<file path="config.mk">
export PLATFORM = sky130hd
export DESIGN_NAME = alu_arbiter
export DESIGN_NICKNAME = d
export VERILOG_FILES = /design/src/rtl/alu_arbiter.sv
export SDC_FILE = /design/constraint.sdc
export NUM_CORES = 2
export LEC_CHECK = 0
export CORE_MARGIN = 2
export CORE_UTILIZATION = 45
export CTS_CLUSTER_SIZE = 8
export DETAILED_ROUTE_END_ITERATION = 10
export GPL_TIMING_DRIVEN = 0
export PLACE_DENSITY = 0.75
export SKIP_CTS_REPAIR_TIMING = 1
export SKIP_LAST_GASP = 1
export SLEW_MARGIN = 20
export SYNTH_ARGS = -nofsm -noshare
export SYNTH_HDL_FRONTEND = slang
export SYNTH_SLANG_ARGS = --single-unit
</file>
<file path="constraint.sdc">
create_clock -name clk -period 20 [get_ports clk]
set_input_delay 4 -clock clk [delete_from_list [all_inputs] [get_ports clk]]
set_output_delay 4 -clock clk [all_outputs]
set_load 0.005 [all_outputs]
</file>
<file path="src/rtl/alu_arbiter.sv">
// Two-requester round-robin arbiter in front of a single multi-cycle ALU.
// One operation in flight: accept in IDLE, compute in EXEC, hold response in RESP.
module alu_arbiter #(
    parameter int unsigned WIDTH = 32
) (
    input  logic             clk,
    input  logic             reset,
    input  logic             req0_valid,
    output logic             req0_ready,
    input  logic [2:0]       req0_ctrl,
    input  logic [WIDTH-1:0] req0_a,
    input  logic [WIDTH-1:0] req0_b,
    input  logic             req1_valid,
    output logic             req1_ready,
    input  logic [2:0]       req1_ctrl,
    input  logic [WIDTH-1:0] req1_a,
    input  logic [WIDTH-1:0] req1_b,
    output logic             rsp_valid,
    input  logic             rsp_ready,
    output logic             rsp_id,
    output logic [WIDTH-1:0] rsp_result,
    output logic             rsp_zero,
    output logic             rsp_err,
    output logic             busy
);

    typedef enum logic [1:0] {
        IDLE = 2'd0,
        EXEC = 2'd1,
        RESP = 2'd2
    } state_t;

    state_t             state;
    state_t             state_nxt;
    logic               last_grant;
    logic               grant;
    logic               accept;
    logic [2:0]         op_ctrl;
    logic [WIDTH-1:0]   op_a;
    logic [WIDTH-1:0]   op_b;
    logic               op_id;
    logic [WIDTH-1:0]   alu_res;
    logic               alu_err;

    // State register
    always_ff @(posedge clk) begin
        if (reset) begin
            state <= IDLE;
        end else begin
            state <= state_nxt;
        end
    end

    // Grant selection, handshake and next-state; a tie goes to the requester not served last
    always_comb begin
        state_nxt  = state;
        grant      = 1'b0;
        req0_ready = 1'b0;
        req1_ready = 1'b0;
        accept     = 1'b0;

        if (req0_valid && req1_valid) begin
            grant = ~last_grant;
        end else if (req1_valid) begin
            grant = 1'b1;
        end

        if (state == IDLE && !reset) begin
            req0_ready = req0_valid && !grant;
            req1_ready = req1_valid && grant;
        end
        accept = req0_ready || req1_ready;

        case (state)
            IDLE:    if (accept) state_nxt = EXEC;
            EXEC:    state_nxt = RESP;
            RESP:    if (rsp_ready) state_nxt = IDLE;
            default: state_nxt = IDLE;
        endcase
    end

    // ALU on the captured operation; codes 100/101 are unsupported
    always_comb begin
        alu_res = '0;
        alu_err = 1'b0;
        case (op_ctrl)
            3'b000:  alu_res = op_a & op_b;
            3'b001:  alu_res = op_a | op_b;
            3'b010:  alu_res = op_a + op_b;
            3'b011:  alu_res = WIDTH'($signed(op_a) * $signed(op_b));
            3'b110:  alu_res = op_a - op_b;
            3'b111:  alu_res = WIDTH'($signed(op_a) <= $signed(op_b));
            default: alu_err = 1'b1;
        endcase
    end

    // Operand capture on accept, response registers loaded in EXEC
    always_ff @(posedge clk) begin
        if (reset) begin
            last_grant <= 1'b1;
            op_ctrl    <= '0;
            op_a       <= '0;
            op_b       <= '0;
            op_id      <= 1'b0;
            rsp_id     <= 1'b0;
            rsp_result <= '0;
            rsp_zero   <= 1'b0;
            rsp_err    <= 1'b0;
        end else begin
            if (accept) begin
                last_grant <= grant;
                op_id      <= grant;
                op_ctrl    <= grant ? req1_ctrl : req0_ctrl;
                op_a       <= grant ? req1_a    : req0_a;
                op_b       <= grant ? req1_b    : req0_b;
            end
            if (state == EXEC) begin
                rsp_id     <= op_id;
                rsp_result <= alu_res;
                rsp_zero   <= (alu_res == '0);
                rsp_err    <= alu_err;
            end
        end
    end

    assign rsp_valid = (state == RESP);
    assign busy      = (state != IDLE);

endmodule
</file>
# Word-level counts from Yosys, hierarchy flattened
# Index checks and enable logic that the tools add are counted.
dict set report word_totals {
  output_inout_bits 39
  regBits 106
  wordCells 51
  input_bits 139
}
dict set report classes {
  reduce_logical 13
  mux 12
  n_bitwise 3
  order_cmp 1
  multipliers 1
  n_eq_ne 9
  n_addsub 2
}
# op n
set ops {}
lappend ops {{32-bit case mux with 6 select lines} 1}
lappend ops {{32-bit two-way mux} 2}
lappend ops {{32-bit adder} 1}
lappend ops {{32-bit AND} 1}
lappend ops {{32-bit <= comparator} 1}
lappend ops {{32-bit logical NOT} 1}
lappend ops {{32-bit by 32-bit multiplier with 32-bit output} 1}
lappend ops {{32-bit bitwise OR} 1}
lappend ops {{32-bit subtractor} 1}
lappend ops {{3-bit by 2-bit equality test with 1-bit output (second input constant)} 2}
lappend ops {{3-bit equality test (second input constant)} 2}
lappend ops {{2-bit case mux with 3 select lines} 1}
lappend ops {{6-bit OR reduction} 1}
lappend ops {{1-bit two-way mux} 5}
lappend ops {{1-bit logical AND} 4}
lappend ops {{2-bit two-way mux} 2}
lappend ops {{3-bit by 1-bit equality test with 1-bit output (second input constant)} 1}
lappend ops {{3-bit logical NOT} 1}
lappend ops {{3-bit two-way mux} 1}
lappend ops {{2-bit by 1-bit equality test with 1-bit output (second input constant)} 1}
lappend ops {{2-bit equality test (second input constant)} 1}
lappend ops {{1-bit logical NOT} 2}
lappend ops {{2-bit logical NOT} 1}
lappend ops {{2-bit by 1-bit inequality test with 1-bit output (second input constant)} 1}
lappend ops {{other kinds (5)} 5}

# Logic depth before layout (Yosys ltp)
dict set report depth {
  ltp_word 8
  ltp_mapped 31
  depth_no_buf 28
}

# Worst setup path before layout
# Ideal clock, no wire load.
dict set report synth_path {
  kind {in2out}
  startpoint {input req1_valid}
  endpoint {output req1_ready}
  cell_stages 4
  n_path_buf 2
  arrival_time_ns 4.984
  slack_ns 11.016
  path_cell_list {a21boi_0 > clkbuf_1 > buf_1 > and3_1}
}
dict set report synth_between {
  elab_chain_cells 4
}
# element line
set synth_rtl {}
lappend synth_rtl {{start, declared} 13} ;# input logic req1_valid,
lappend synth_rtl {{1-bit two-way mux / 1-bit logical AND (equally long branches)} {64, 62}}
lappend synth_rtl {{1-bit two-way mux} 62} ;# if (req0_valid && req1_valid) begin
lappend synth_rtl {{1-bit logical AND *} 70} ;# req1_ready = req1_valid && grant;
lappend synth_rtl {{1-bit two-way mux *} 68} ;# if (state == IDLE && !reset) begin
lappend synth_rtl {{end, declared} 14} ;# output logic req1_ready,
# Mark *: on every way between the ends. The rest lies on a longest branch, timed or not.

# Worst setup path in the final report
dict set report layout_path {
  startpoint {input req0_valid}
  endpoint {output req1_ready}
}
dict set report layout_between {
  elab_chain_cells 4
}
# element line
set layout_rtl {}
lappend layout_rtl {{start, declared} 8} ;# input logic req0_valid,
lappend layout_rtl {{1-bit logical AND} 62}
lappend layout_rtl {{1-bit two-way mux} 62}
lappend layout_rtl {{1-bit logical AND} 70}
lappend layout_rtl {{1-bit two-way mux} 68}
# Every way passes these cells.

==> results.yml <==
global_routing:
  grt_pass1_vias: 24272
  gr-total-overflow: 0
  grt_pass1_wl_mm: 156.2
  grt_max_degree: 22
  track_usage_pct: 35.98
  antenna_found_initial: 4
pwr:
  power_uw: 1710
  peakVddDrop_mv: 0.04073
  p_leak_uw: 0.01273
  power_density_nw_per_um2: 59.97
finish:
  fin_nets: 4078
  drive_gt1_share_pct: 2.798
  syn_to_final_growth_pct: 11.95
  register_area_um2: 2122
  fill_cells: 5527
  multi_input_area_um2: 20630
logic_synthesis:
  synthAdderAreaFrac_pct: 44.31
  ys_types: 96
  synth-edff-count: 0
  async_reset_ff_share_pct: 0
  synth_top_area_share_pct: 32.23
  synthTopCellsByCount: "525 x nor2_1, 518 x inv_1, 410 x fa_1"
  synth_warnings: 0
  synth_cells: 3095
  synthXorXnorAreaFrac_pct: 3.473
  ys_seq_elements: 106
  ys_seq_area_share_pct: 8.332
  avgSynthCellArea_um2: 8.229
  synth.most_common_cell: "nor2_1"
  synth_nets: 3890
  synth_simple_gate_area_share_pct: 16.11
  synth_top_cell_by_area: "fa_1"
  synth_ff_type: "dfxtp_1"
  synthMuxAreaShare_pct: 3.950
  synth_compound_area_share_pct: 13.11
  synth_top_family_by_area: "adder cells"
  syn_area_um2: 25470
  synthTopCellsByArea: "fa_1 32%, ha_1 12%, dfxtp_1 8.3%"
setup_path:
  crit_start: "req0_valid"
  crit_required_ns: 16.00
  worst_ep_arrival_time_ns: 6.65
  end_kind: "output port"
  crit_path_start_kind: "primary input"
  r2r_start: "op_a[5]"
  worstPathMaxFanout: 10
  cp-endpoint: "req1_ready"
  reg2reg_depth: 30
  critical_path_class: "primary input to output port"
  r2r_slack_ns: 9.38
  r2r_end: "rsp_zero"
clocking:
  cts_buffers: 9
  cts_tree: "yes"
  root_buffer: "clkbuf_16"
  path_clk_slew_ns: 0.08
  clock_sinks: 106
  clk_latency_ns: 0.38
  htreeDepth: 3
  cts_buffer_depth: 2
routing:
  routedWlPerCell_um: 26.15
  firstDrtPassIters: 6
  drt-initial-drc-count: 2994
  drc_errors: 0
  dr_total_vias: 24216
  routed_wl_mm: 105.8
  drt.antenna.violating_nets: 0
  viasPerCell: 5.987
timing:
  rsz0062_at_grt: "no"
  slew_headroom_pct: 18.02
  finalWorstSetupSlack_ns: 9.355
  skew_ns: 0.02335
  setup_viol: 0
  slew_viol_final: 0
  hold_viol: 0
  fin_tns_setup_ns: 0
  fmax_mhz: 93.94
  tightest_slew_ns: 1.230
  period_share_pct: 53.23
  period_needed_ns: 10.65
placed_design:
  gp_congestion: 1.045
  portBuffers: 177
  detailed_place_hpwl_mm: 86.65
  dp_slack_ns: 9.343
run:
  max-cap-violations: 0
floorplan:
  start_util_pct: 45.34
  row_count: 87
  die-area_um2: 58520
  die_w_um: 241.9
  core_um2: 56170
  io-pin-count: 178
  die_y_um: 241.9
min_path:
  hold_class: "register to register"
outcome:
  status: "complete, no violations"
[power by group]
group	total (uW)	internal (uW)	switching, uW
logic	1240	438	807
registers	276	232	43.9
clock network	190	89.5	100
total	1710	759	951
[per-layer routing]
layer	vias up	track usage [%]	share of wire [%]
met5	-	0	0.039
met4	6	22.71	7.7
met3	402	7.622	11
met2	1670	54.97	43
met1	11819	46.55	38
li1	10319	-	-
[worst min path at each step]
stage	start	endpoint	slack (ns)	cells past startpoint
after detailed placement	op_id	rsp_id	0.45	2
final	rsp_id	rsp_id	0.46	2
after global routing	rsp_id	rsp_id	0.49	2
after floorplan	op_id	rsp_id	0.43	2
after CTS	op_id	rsp_id	0.46	2
after global placement	rsp_id	rsp_id	0.45	2
[cell usage in the layout (no fill, tap or decap), types with 79 or more instances in the layout]
master	n
nor2_1	525
inv_1	518
fa_1	410
ha_1	246
nand2_1	236
clkdlybuf4s50_1	177
clkbuf_1	132
dfxtp_1	106
a211oi_1	104
mux2i_1	96
a21oi_1	84
xnor2_1	79
[per-stage QoR]
step	std cells	util [%]	cell area [um^2]	hold slack, ns
floorplan	3095	-	25470	0.4315
global placement	4028	50.18	28190	0.4457
detailed placement	4028	50.19	28190	0.4507
CTS	4044	50.74	28500	0.4639
global route	4044	50.76	28510	0.4913
finish	4045	50.76	28510	0.4633
[worst max-delay path, stage by stage]
cell             delay [ns]
clkdlybuf4s50_1        0.48
a21boi_0               0.34
clkbuf_1               0.33
buf_1                  0.71
and3_1                 0.27
clkdlybuf4s50_1        0.50
[registers in the layout, summed over array words and instances, names as in the netlist]
register and count:
op_b 32, rsp_zero 1, op_a 32, op_ctrl 3, op_id 1, rsp_result 32, rsp_err 1, rsp_id 1
state 2, last_grant 1
[final cells by class]
cell class,instances,area share (%)
multi-input combinational,2274,72.35
clock buffer,9,0.7899
clock inverter,7,0.2809
buffer,182,2.576
sequential,106,7.443
timing repair buffer,177,6.214
inverter,533,7.017
tap,756,3.318
antenna,1,0.008777
[cells by family after synthesis]
logic type | after synthesis
muxes | 100
AOI/OAI and AO/OA | 457
DFF | 106
adders and majority gates | 656
and+or+nand+nor | 960
buffers and inverters | 715
xor gates and xnor gates | 101
Note: power is estimated with default switching activity, not from simulation.
